===== config.mk =====
export PLATFORM = sky130hd
export DESIGN_NAME = arm_load_store_unit
export DESIGN_NICKNAME = d
export VERILOG_FILES = /design/src/rtl/arm_load_store_unit.sv
export SDC_FILE = /design/constraint.sdc
export NUM_CORES = 1
export LEC_CHECK = 0
export BUFFER_PORTS_ARGS = -buffer_cell sky130_fd_sc_hd__buf_2
export CORE_UTILIZATION = 45
export DETAILED_ROUTE_END_ITERATION = 7
export GPL_ROUTABILITY_DRIVEN = 0
export PLACE_DENSITY = 0.81
export SYNTH_ARGS = -nofsm -noshare
export SYNTH_HDL_FRONTEND = slang
export SYNTH_SLANG_ARGS = --single-unit

===== constraint.sdc =====
create_clock -name clk -period 4.71 [get_ports clk]
set_input_delay 0.2355 -clock clk [delete_from_list [all_inputs] [get_ports clk]]
set_output_delay 0.2355 -clock clk [all_outputs]
set_load 0.01 [all_outputs]

===== src/rtl/arm_load_store_unit.sv =====
// Load/store unit for data port 2 of the ARM memory: turns byte/halfword/word requests into word accesses.
// Optional macro ARM_LSU_UNALIGNED_ROTATE_EN: unaligned word loads return the aligned word rotated right.
module arm_load_store_unit #(
    parameter int MEM_ADDR_WIDTH = 30,
    parameter bit BIG_ENDIAN     = 1'b1
) (
    input  logic                      clk,
    input  logic                      rst,
    input  logic                      req,
    input  logic                      req_write,
    input  logic [1:0]                req_size,
    input  logic                      req_signed,
    input  logic [31:0]               req_addr,
    input  logic [31:0]               req_wdata,
    output logic                      busy,
    output logic                      ack,
    output logic [31:0]               rdata,
    output logic                      fault,
    output logic [MEM_ADDR_WIDTH-1:0] mem_addr,
    output logic [31:0]               mem_wdata,
    output logic                      mem_write,
    input  logic [31:0]               mem_rdata,
    input  logic                      mem_excpt
);

    // state   | meaning
    // S_IDLE  | waiting for req; ack pulse from previous request is cleared here
    // S_CHECK | alignment/size check, word address driven on next edge
    // S_READ  | memory word sampled: load extract or store merge
    // S_WRITE | single-cycle memory write
    // S_DONE  | raises ack, drops busy, returns to idle
    typedef enum logic [2:0] {
        S_IDLE,
        S_CHECK,
        S_READ,
        S_WRITE,
        S_DONE
    } state_t;

    localparam logic [1:0] SZ_BYTE = 2'b00;
    localparam logic [1:0] SZ_HALF = 2'b01;
    localparam logic [1:0] SZ_WORD = 2'b10;
    localparam logic [1:0] SZ_RSVD = 2'b11;

    state_t      state;
    logic        l_write;
    logic [1:0]  l_size;
    logic        l_signed;
    logic [31:0] l_addr;
    logic [31:0] l_wdata;

    logic        addr_fault;
    logic [1:0]  byte_lane;
    logic        half_hi;
    logic [7:0]  byte_val;
    logic [15:0] half_val;
    logic [31:0] word_val;
    logic [31:0] load_val;
    logic [31:0] merge_val;

    // byte_lane indexes bits [8*lane+7:8*lane]; half_hi selects bits [31:16]
    assign byte_lane = BIG_ENDIAN ? ~l_addr[1:0] : l_addr[1:0];
    assign half_hi   = BIG_ENDIAN ? ~l_addr[1]   : l_addr[1];
    assign byte_val  = mem_rdata[{byte_lane, 3'b000} +: 8];
    assign half_val  = half_hi ? mem_rdata[31:16] : mem_rdata[15:0];

`ifdef ARM_LSU_UNALIGNED_ROTATE_EN
    logic [63:0] rot_src;
    assign rot_src  = {mem_rdata, mem_rdata};
    assign word_val = rot_src[{l_addr[1:0], 3'b000} +: 32];
`else
    assign word_val = mem_rdata;
`endif

    always_comb begin
        addr_fault = 1'b0;
        case (l_size)
            SZ_RSVD: addr_fault = 1'b1;
            SZ_HALF: addr_fault = l_addr[0];
`ifdef ARM_LSU_UNALIGNED_ROTATE_EN
            SZ_WORD: addr_fault = l_write && (l_addr[1:0] != 2'b00);
`else
            SZ_WORD: addr_fault = (l_addr[1:0] != 2'b00);
`endif
            default: addr_fault = 1'b0;
        endcase
    end

    always_comb begin
        load_val = word_val;
        case (l_size)
            SZ_BYTE: load_val = {{24{l_signed & byte_val[7]}}, byte_val};
            SZ_HALF: load_val = {{16{l_signed & half_val[15]}}, half_val};
            default: load_val = word_val;
        endcase
    end

    always_comb begin
        merge_val = mem_rdata;
        if (l_size == SZ_BYTE) begin
            merge_val[{byte_lane, 3'b000} +: 8] = l_wdata[7:0];
        end else if (half_hi) begin
            merge_val[31:16] = l_wdata[15:0];
        end else begin
            merge_val[15:0] = l_wdata[15:0];
        end
    end

    always_ff @(posedge clk or negedge rst) begin
        if (!rst) begin
            state     <= S_IDLE;
            l_write   <= 1'b0;
            l_size    <= 2'b00;
            l_signed  <= 1'b0;
            l_addr    <= '0;
            l_wdata   <= '0;
            busy      <= 1'b0;
            ack       <= 1'b0;
            rdata     <= '0;
            fault     <= 1'b0;
            mem_addr  <= '0;
            mem_wdata <= '0;
            mem_write <= 1'b0;
        end else begin
            case (state)
                S_IDLE: begin
                    ack <= 1'b0;
                    if (req) begin
                        l_write  <= req_write;
                        l_size   <= req_size;
                        l_signed <= req_signed;
                        l_addr   <= req_addr;
                        l_wdata  <= req_wdata;
                        busy     <= 1'b1;
                        fault    <= 1'b0;
                        rdata    <= '0;
                        state    <= S_CHECK;
                    end
                end
                S_CHECK: begin
                    if (addr_fault) begin
                        fault <= 1'b1;
                        state <= S_DONE;
                    end else begin
                        mem_addr <= l_addr[MEM_ADDR_WIDTH+1:2];
                        if (l_write && (l_size == SZ_WORD)) begin
                            mem_wdata <= l_wdata;
                            mem_write <= 1'b1;
                            state     <= S_WRITE;
                        end else begin
                            state <= S_READ;
                        end
                    end
                end
                S_READ: begin
                    if (mem_excpt) begin
                        fault <= 1'b1;
                        state <= S_DONE;
                    end else if (!l_write) begin
                        rdata <= load_val;
                        state <= S_DONE;
                    end else begin
                        mem_wdata <= merge_val;
                        mem_write <= 1'b1;
                        state     <= S_WRITE;
                    end
                end
                S_WRITE: begin
                    mem_write <= 1'b0;
                    if (mem_excpt) begin
                        fault <= 1'b1;
                    end
                    state <= S_DONE;
                end
                S_DONE: begin
                    ack   <= 1'b1;
                    busy  <= 1'b0;
                    state <= S_IDLE;
                end
                default: state <= S_IDLE;
            endcase
        end
    end

endmodule

==> results of run 1 <==
==> power breakdown <==
part	internal [uW]	leakage, uW	switching (uW)
clock	892	0.000299	594
sequential	2120	0.00206	541
combinational	1170	0.00204	1280
total	4190	0.00441	2420
==> layout by cell type, fill, tap and decap left out, drive strengths merged, types with 3 or more instances in the layout <==
cell and instances:
buf 212, dfrtp 169, mux2 105, nor2 55, nand2 51, a21oi 38, o21ai 31, a221oi 24
a22oi 23, clkbuf 18, a221o 15, o22ai 10, nand3 9, inv 9, mux2i 8, o31ai 8
nor3b 7, ha 5, bufinv 4, clkinv 4, nand2b 3, clkinvlp 3
==> final timing paths <==
path                                  to  cells after the start  slack [ns]     startpoint
max reg2reg                    rdata[27]                      4        1.59       state[1]
max in group asynchronous    mem_addr[3]                      3        3.26            rst
max                            rdata[27]                      4        1.59       state[1]
min                            l_addr[0]                      3        0.02    req_addr[0]
min in group asynchronous    l_wdata[18]                      2        0.35            rst
min reg2reg                mem_wdata[13]                      2        0.48  mem_wdata[13]
==> per-stage QoR <==
step                      area, um2  utilization  setup slack [ns]  power, uW
final                          9350        0.580              1.59       6610
after CTS                      9350        0.580              1.64       6630
after global routing           9350        0.580              1.52       7010
after global placement         8710        0.541              1.72       5010
after floorplan                7520            -              1.74       4180
after detailed placement       8710        0.541              1.62       5110
==> layer usage <==
| layer | GRT usage | vias to the layer above | share of wire |
|---|---|---|---|
| met3 | 0.0806 | 72 | 0.092 |
| met5 | 0 | - | 0.0014 |
| met4 | 0.143 | 4 | 0.045 |
| met1 | 0.318 | 2986 | 0.40 |
| met2 | 0.392 | 336 | 0.46 |
| li1 | - | 2721 | - |
==> layout make-up <==
type	count	share of cell area
sequential	169	0.452
multi-input combinational	420	0.331
timing repair buffer	213	0.118
clock buffer	18	0.0459
tap	216	0.0289
clock inverter	14	0.0209
inverter	6	0.00241
antenna	2	0.000535
==> kinds of logic (layout without fill, tap and decap cells) <==
kind of cell,count (synthesis),count (layout),synth area share
DFF,169,169,0.562
AOI/OAI and AO/OA,158,158,0.143
and+or+nand+nor,143,143,0.0874
muxes,114,114,0.171
buffers and inverters,50,251,0.0275
adders and majority gates,5,5,0.00832
other,0,2,0
==> flip-flops by register name, indices dropped and copies added (netlist names) <==
signal,cells
ack,1
busy,1
fault,1
l_addr,32
l_signed,1
l_size,2
l_wdata,32
l_write,1
mem_addr,30
mem_wdata,32
mem_write,1
rdata,32
state,3
==> Yosys cell counts, types with 2 or more instances <==
cell	n
dfrtp_1	169
mux2_2	105
nor2_1	55
nand2_1	51
a21oi_1	38
clkbuf_1	35
o21ai_0	29
a221oi_1	24
a22oi_1	23
a221o_1	15
o22ai_1	10
nand3_1	9
mux2i_1	8
o31ai_1	8
nor3b_1	7
ha_1	5
inv_1	5
buf_1	4
buf_2	3
nand2b_1	3
a22o_1	2
buf_6	2
nand3b_1	2
nor2b_1	2
nor4b_1	2
o21ai_1	2
or2_2	2
==> critical path: stages (launching register included) <==
cell and delay, ns:
dfrtp_1 0.56, or3b_1 0.78, or4_1 0.71, or4b_1 0.83
nand2_1 0.16
==> what timing repair did <==
action,4_1_cts,5_1_grt
hold buffers,1,0
endpoints found under the hold margin,64,0
setup endpoints to repair,0,0
==> results by group, run 1 <==
Status
  – Status: finished clean

Timing
  – RSZ-0062 raised after global routing: false
  – Final Hold Vio Count: 0
  – Slew Viols, Final: 0
  – Slew margin rel.: 0.281
  – Worst Tran Pin Value: 1.08 ns
  – Setup TNS: 0 ns
  – Fmax: 320 MHz
  – # setup viols final: 0
  – Hold slack: 0.0203 ns
  – Period utilization: 0.663
  – Layout Skew: 0.00744 ns
  – Clock period minus worst slack: 3.12 ns

Clock tree
  – CTS clk-pin slew, worst paths: 0.07 ns
  – Post-CTS sizing: 0
  – CTS Buf Count: 17
  – Clock Tree Buf Depth: 2
  – Post-CTS setup buffers: 0
  – CTS tree: built
  – Clk_lat worst skew: 0.43 ns
  – CTS root buf: clkbuf_16
  – H-tree depth: 4
  – Clk sink count: 169

Power
  – Maximum vdd drop: 0.386 mV
  – PD cells: 706 nW/um2
  – Leakage: 0.00441 uW

Yosys
  – Cell Area, Synth: 7520 um2
  – Register area share after synthesis: 0.562
  – Post-synthesis cell type count: 46
  – Synth area leader: dfrtp_1
  – Syn_area_per_cell: 11.8 um2
  – #FFs+latches synth: 169
  – Asr flop ratio synth: 1.00
  – Number of synthesized flops with an enable pin: 0
  – Synth warn: 0
  – Top FF cell, synth: dfrtp_1
  – Syn Inst Count: 639
  – Ranking of synthesized cells by area: dfrtp_1 56%, mux2_2 16%, a221oi_1 2.8%
  – Post-Syn Nets: 748
  – Share of the synthesized area in the top cell type: 0.562

Worst setup path
  – Worst Setup Path Type: register to register
  – CP required: 5.07 ns
  – Critical path startpoint category: register
  – Crit path DAT: 3.48 ns
  – Type of element capturing the critical path: register
  – Worst Path Max Fanout: 29

Die
  – Die height: 131 um
  – # IOs: 202
  – Initial Utilization: 0.467
  – FP Rows: 46
  – Horiz. Die Dim: 131 um
  – Overall die area: 17200 um2
  – Core ar.: 16100 um2

Final layout
  – Share of layout cells above drive strength 1: 0.427
  – FILL cells: 1348
  – Area of the multi-input gates: 3100 um2
  – Layout area overhead: 24.4%
  – Fin nets: 936
  – Area of all sequential standard cells: 4230 um2
  – Final Non-Filler Cells: 1058

Routing
  – Detailed Route WL: 21000 um
  – Drt pass-1 iters: 4
  – Post-route DRC: 0
  – WL per Instance: 19.9 um
  – Vias: 6119
  – Routed vias/inst: 5.78
  – DRT iter0 DRCs: 384
  – Routed Antenna Nets: 0

Placement
  – Cells after DPL: 1023
  – Port-buffer cells: 201
  – DP HPWL: 15000 um

Hold path
  – HP Class: primary input to register

GRT
  – Gr usage total: 0.255
  – Vias in the first global route: 6317
  – First-pass GRT wire length: 33900 um
  – Initial antenna violation count: 4
  – Grt total ovfl: 0
  – Largest net degree at the start of global routing: 67

Flow run
  – Max-Cap Viols: 0
(Power assumes the default switching activity.)
==> run 2: changes to the inputs <==
==> constraint.sdc (replaced) <==
create_clock -name clk -period 2.9 [get_ports clk]
set_input_delay 0.145 -clock clk [delete_from_list [all_inputs] [get_ports clk]]
set_output_delay 0.145 -clock clk [all_outputs]
set_load 0.01 [all_outputs]
==> run 2 against run 1 <==
Utilization up 4.9 points. Global-route usage up 1.1 points. Highest routed layer is now met4. Setup slack worse by 1.3 ns. First-iteration DRC count up 25%. Sequential share of layout area down 3.5 points. Sequential cell count unchanged. Clock skew up 0.0077 ns. Largest cell class unchanged. Maximum frequency up 19%. Clock power up 53%. Die area unchanged. Largest power group unchanged. Clock-buffer cell count down 1. Register-to-register slack worse by 1.3 ns.
==> results by group, run 2 (synthesis results as in run 1) <==
Power
  – Gate power share: 0.393 (+0.021)
  – Power Total: 10800 uW (+63%)
  – Leakage: 0.00474 uW (+7.5%)
  – PD cells: 1060 nW/um2 (+51%)
  – Sw Share: 0.373 (+0.00699)
  – NetSw: 4020 uW (+66%)
  – P_int: 6750 uW (+61%)
  – Clk network pwr share: 0.211 (-0.014)
  – Maximum vdd drop: 0.631 mV (+63%)
  – Sequential share of power: 0.396 (-0.007)

Final layout
  – Final Non-Filler Cells: 1138 (+7.6%)
  – Design area: 10100 um2 (+8.4%)
  – Fin nets: 1017 (+8.7%)
  – FILL cells: 1264 (-6.2%)
  – Layout area overhead: 34.8%
  – Most common cell after layout, fill and taps aside: buf_2
  – Share of layout cells above drive strength 1: 0.397 (-0.0300)
  – Most frequent cells in the layout: 200 x buf_2, 169 x dfrtp_1, 105 x mux2_2, 76 x dlygate4sd3_1, 55 x nor2_1

Worst setup path
  – Worst Path Max Fanout: 10 (-66%)
  – Worst Setup Path Type: register to register
  – Crit path cell chain: clkinv_1, ha_1, or4b_2, nor3b_1, a22oi_1, o22ai_1
  – Family with the most delay on the worst path: simple AND/OR/NAND/NOR gates
  – CP required: 3.24 ns (-1.83 ns)
  – Crit path DAT: 2.97 ns (-0.51 ns)
  – Crit path buf inv count: 1 (+1)
  – Slowest stage delay, CP: 0.61 ns (-0.22 ns)
  – Critical path startpoint category: register
  – Type of element capturing the critical path: register
  – CP max-delay cell: or4b_2

Clock tree
  – H-tree depth: 4 (unchanged)
  – Hold_buf cts: 76 (+75)
  – CTS Buf Count: 17 (unchanged)
  – Clk_lat worst skew: 0.43 ns (about the same)
  – CTS tree: built
  – Clk sink count: 169 (unchanged)
  – Post-CTS setup buffers: 0 (unchanged)
  – Clock Tree Buf Depth: 2 (unchanged)
  – CTS clk-pin slew, worst paths: 0.07 ns (about the same)
  – CTS root buf: clkbuf_16
  – Post-CTS sizing: 0 (unchanged)

Timing
  – Clock period minus worst slack: 2.62 ns (-0.497 ns)
  – Worst Tran Pin Value: 1.04 ns (-0.0340 ns)
  – Slew Viols, Final: 0 (unchanged)
  – Layout Skew: 0.0152 ns (+0.00774 ns)
  – Slew margin rel.: 0.304 (+0.0227)
  – Period utilization: 0.905 (+0.242)
  – RSZ-0062 raised after global routing: false
  – # setup viols final: 0 (unchanged)
  – Final Hold Vio Count: 0 (unchanged)
  – Fmax: 381 MHz (+19%)
  – Hold slack: 0.0335 ns (+0.0133 ns)
  – Setup TNS: 0 ns (unchanged)

Placement
  – Port-buffer cells: 201 (unchanged)
  – Dpl cell area: 8780 um2 (+0.80%)
  – DP HPWL: 14900 um (-1.1%)
  – Cells after DPL: 1029 (+0.59%)

Die
  – Core ar.: 16100 um2 (unchanged)
  – Initial Utilization: 0.467 (unchanged)
  – Horiz. Die Dim: 131 um (unchanged)
  – FP Rows: 46 (unchanged)
  – Overall die area: 17200 um2 (unchanged)
  – Die height: 131 um (unchanged)
  – # IOs: 202 (unchanged)

Routing
  – DRT iter0 DRCs: 481 (+25%)
  – Drt pass-1 iters: 6 (+2)
  – Post-route DRC: 0 (unchanged)
  – Detailed Route WL: 22500 um (+6.8%)
  – WL per Instance: 19.7 um (-0.74%)
  – Routed vias/inst: 5.67 (-1.9%)
  – Vias: 6455 (+5.5%)
  – Routed Antenna Nets: 0 (unchanged)

Status
  – Status: finished clean

GRT
  – Gr usage total: 0.266 (+0.0114)
  – Vias in the first global route: 6582 (+4.2%)
  – Initial antenna violation count: 1 (-3)
  – First-pass GRT wire length: 35400 um (+4.5%)
  – Largest net degree at the start of global routing: 77 (+15%)
  – Grt total ovfl: 0 (unchanged)

Flow run
  – Max-Cap Viols: 0 (unchanged)

Hold path
  – HP Class: primary input to register
==> run 2: layout make-up <==
class                   instances  area (um2)  area share
multi-input cells             420        3100       0.306
clock buffers                  17         425      0.0420
flip-flops and latches        169        4230       0.417
well taps                     216         270      0.0267
clock inverters                15         164      0.0162
repair buffers                294        1930       0.190
inverters                       6        22.5     0.00222
diodes                          1        2.50    0.000247
==> run 2: worst paths after layout <==
| kind | from | end | slack, ns | cells past startpoint |
|---|---|---|---|---|
| max in group asynchronous | rst | l_addr[25] | 1.75 | 3 |
| setup / recovery | l_addr[1] | mem_wdata[11] | 0.28 | 6 |
| hold / removal | mem_rdata[21] | rdata[21] | 0.03 | 3 |
| setup reg to reg | l_addr[1] | mem_wdata[11] | 0.28 | 6 |
| hold reg to reg | mem_wdata[23] | mem_wdata[23] | 0.48 | 2 |
| min in group asynchronous | rst | l_wdata[14] | 0.31 | 2 |
==> run 2: stage by stage <==
| stage | util | setup WS, ns |
|---|---|---|
| 2_1_floorplan | - | -0.0748 |
| 3_3_place_gp | 0.545 | 0.426 |
| 3_5_place_dp | 0.545 | 0.342 |
| 4_1_cts | 0.629 | 0.334 |
| 5_1_grt | 0.629 | 0.192 |
| 6_report | 0.629 | 0.277 |
==> run 2: worst reg2reg max path: stages, from the launching register on <==
cell and delay (ns):
dfrtp_1 0.35, clkinv_1 0.26, ha_1 0.43, or4b_2 0.61
nor3b_1 0.52, a22oi_1 0.15, o22ai_1 0.21
==> run 2: metal layers <==
metal / global-route usage / routed length (um) / vias to the layer above
met3: 0.0718 / 1640 / 62
met2: 0.439 / 10900 / 313
li1: - / - / 2896
met4: 0.133 / 898 / 0
met5: 0 / 0 / -
met1: 0.322 / 9010 / 3184
==> run 2: power groups by stage <==
stage                     Combinational (uW)  Sequential [uW]  Clock [uW]
final                                   4230             4270        2280
after global routing                    4600             4390        2390
after CTS                               4200             4240        2310
after detailed placement                4090             4260           0
after global placement                  3970             4210           0
after floorplan                         2530             4270           0
==> run 3: changes to the inputs <==
--- a/config.mk
+++ b/config.mk
@@ -6,10 +6,12 @@
 export NUM_CORES = 1
 export LEC_CHECK = 0
 export BUFFER_PORTS_ARGS = -buffer_cell sky130_fd_sc_hd__buf_2
+export CAP_MARGIN = 10
 export CORE_UTILIZATION = 45
 export DETAILED_ROUTE_END_ITERATION = 7
 export GPL_ROUTABILITY_DRIVEN = 0
 export PLACE_DENSITY = 0.81
+export RECOVER_POWER = 100
 export SYNTH_ARGS = -nofsm -noshare
 export SYNTH_HDL_FRONTEND = slang
 export SYNTH_SLANG_ARGS = --single-unit
==> run 3 against run 2 <==
The run now ends with max-capacitance violations, max-slew violations left. Final area is 1.7% lower. Non-clock buffer count did not move. Sequential cell count did not move. Largest power group unchanged. Setup slack worse by 0.011 ns. Utilization shrank 1.1 points.
==> results by group, run 3 (synthesis results as in run 1) <==
Status
  – Status: finished with violations
  – Violated checks: max-capacitance violations, max-slew violations

Final layout
  – Final core utilization: 0.618 (-0.0109)
  – Area of all sequential standard cells: 4230 um2 (unchanged)
  – FILL cells: 1338 (+5.9%)
  – Fin nets: 1017 (unchanged)
  – Layout area overhead: 32.5%
  – Share of layout cells above drive strength 1: 0.287 (-0.111)
  – Design area: 9960 um2 (-1.7%)
  – Most frequent cells in the layout: 169 x dfrtp_1, 105 x mux2_2, 102 x buf_2, 101 x clkbuf_1, 76 x dlygate4sd3_1
  – Final Non-Filler Cells: 1138 (unchanged)
  – Most common cell after layout, fill and taps aside: dfrtp_1
  – Area of the multi-input gates: 3090 um2 (-0.20%)

Timing
  – Fmax: 380 MHz (-0.43%)
  – RSZ-0062 raised after global routing: false
  – Slew margin rel.: -0.230 (-0.534)
  – Worst Tran Pin Value: 1.85 ns (+0.801 ns)
  – Layout Skew: 0.0149 ns (-0.000304 ns)
  – Setup TNS: 0 ns (unchanged)
  – Clock period minus worst slack: 2.63 ns (+0.0114 ns)
  – Hold slack: 0.0323 ns (-0.00121 ns)
  – Final Hold Vio Count: 0 (unchanged)
  – Slew Viols, Final: 76 (+76)
  – Period utilization: 0.908 (+0.00392)
  – # setup viols final: 0 (unchanged)

Worst setup path
  – Crit path DAT: 2.97 ns (about the same)
  – Worst Setup Path Type: register to register
  – Type of element capturing the critical path: register
  – Critical path startpoint category: register
  – Worst Path Max Fanout: 10 (unchanged)
  – CP required: 3.24 ns (about the same)

Die
  – Core ar.: 16100 um2 (unchanged)
  – Initial Utilization: 0.467 (unchanged)
  – Overall die area: 17200 um2 (unchanged)
  – FP Rows: 46 (unchanged)
  – Horiz. Die Dim: 131 um (unchanged)
  – Die height: 131 um (unchanged)
  – # IOs: 202 (unchanged)

Flow run
  – Max-Cap Viols: 1 (+1)

GRT
  – Vias in the first global route: 6582 (unchanged)
  – First-pass GRT wire length: 35400 um (unchanged)
  – Grt total ovfl: 0 (unchanged)
  – Initial antenna violation count: 1 (unchanged)
  – Largest net degree at the start of global routing: 77 (unchanged)
  – Gr usage total: 0.266 (unchanged)

Placement
  – Dpl cell area: 8780 um2 (unchanged)
  – Cells after DPL: 1029 (unchanged)
  – Port-buffer cells: 201 (unchanged)
  – DP HPWL: 14900 um (unchanged)

Hold path
  – HP Class: primary input to register

Routing
  – Vias: 6486 (+0.48%)
  – Post-route DRC: 0 (unchanged)
  – WL per Instance: 19.7 um (about the same)
  – DRT iter0 DRCs: 420 (-13%)
  – Detailed Route WL: 22500 um (about the same)
  – Routed Antenna Nets: 0 (unchanged)
  – Routed vias/inst: 5.70 (+0.48%)
  – Drt pass-1 iters: 5 (-1)

Power
  – PD cells: 1060 nW/um2 (about the same)
  – Leakage: 0.00438 uW (-7.4%)
  – Maximum vdd drop: 0.630 mV (about the same)

Clock tree
  – Clk sink count: 169 (unchanged)
  – Hold_buf cts: 76 (unchanged)
  – Clk_lat worst skew: 0.43 ns (about the same)
  – CTS root buf: clkbuf_16
  – CTS clk-pin slew, worst paths: 0.07 ns (about the same)
  – Clock Tree Buf Depth: 2 (unchanged)
  – CTS tree: built
  – Post-CTS sizing: 0 (unchanged)
  – CTS Buf Count: 17 (unchanged)
  – Post-CTS setup buffers: 0 (unchanged)
  – H-tree depth: 4 (unchanged)
==> run 3: cell types whose count changed in the layout (fill, tap and decap cells not counted), moves of 2 or more <==
cell,before,now
buf_2,200,102
buf_4,15,9
clkbuf_2,0,4
buf_12,2,0
clkbuf_1,0,101
==> run 3: area by class of cell <==
class / count / share of cell area
inverters: 6 / 0.00226
multi-input cells: 420 / 0.310
clock buffers: 17 / 0.0427
flip-flops and latches: 169 / 0.425
clock inverters: 15 / 0.0165
repair buffers: 294 / 0.176
diodes: 1 / 0.000251
well taps: 216 / 0.0271
==> run 3: critical path, cell delays in order, from the launching register on <==
cell      delay (ns)
dfrtp_1         0.35
clkinv_1        0.26
ha_1            0.43
or4b_2          0.61
o22ai_1         0.18
clkbuf_1        0.30
a221oi_1        0.17
o21ai_0         0.24
==> run 3: metrics by stage <==
step                power, uW  setup slack, ns
detailed placement       8350            0.342
floorplan                6800          -0.0748
CTS                     10700            0.334
global placement         8180            0.426
global route            11200            0.110
finish                  10600            0.265
==> run 3: power breakdown <==
group	leakage, uW	total (uW)	switching [uW]	internal, uW
Sequential	0.00206	4280	837	3450
Clock	0.000279	2270	986	1280
Combinational	0.00204	4040	2200	1840
==> run 3: final timing paths <==
path | from | end | slack, ns | cells past startpoint
setup / recovery | l_addr[1] | mem_wdata[18] | 0.27 | 7
hold / removal | mem_rdata[21] | rdata[21] | 0.03 | 3
setup reg to reg | l_addr[1] | mem_wdata[18] | 0.27 | 7
hold reg to reg | mem_wdata[23] | mem_wdata[23] | 0.49 | 2
max in group asynchronous | rst | l_addr[20] | 0.67 | 3
min in group asynchronous | rst | l_wdata[14] | 0.77 | 2
==> run 3: metal layers <==
metal / wire length, um / vias up / global-route usage / share of wire
met5: 0 / - / 0 / 0
li1: - / 2891 / - / -
met4: 891 / 0 / 0.133 / 0.040
met3: 1800 / 64 / 0.0718 / 0.080
met1: 8940 / 3187 / 0.322 / 0.40
met2: 10800 / 344 / 0.439 / 0.48
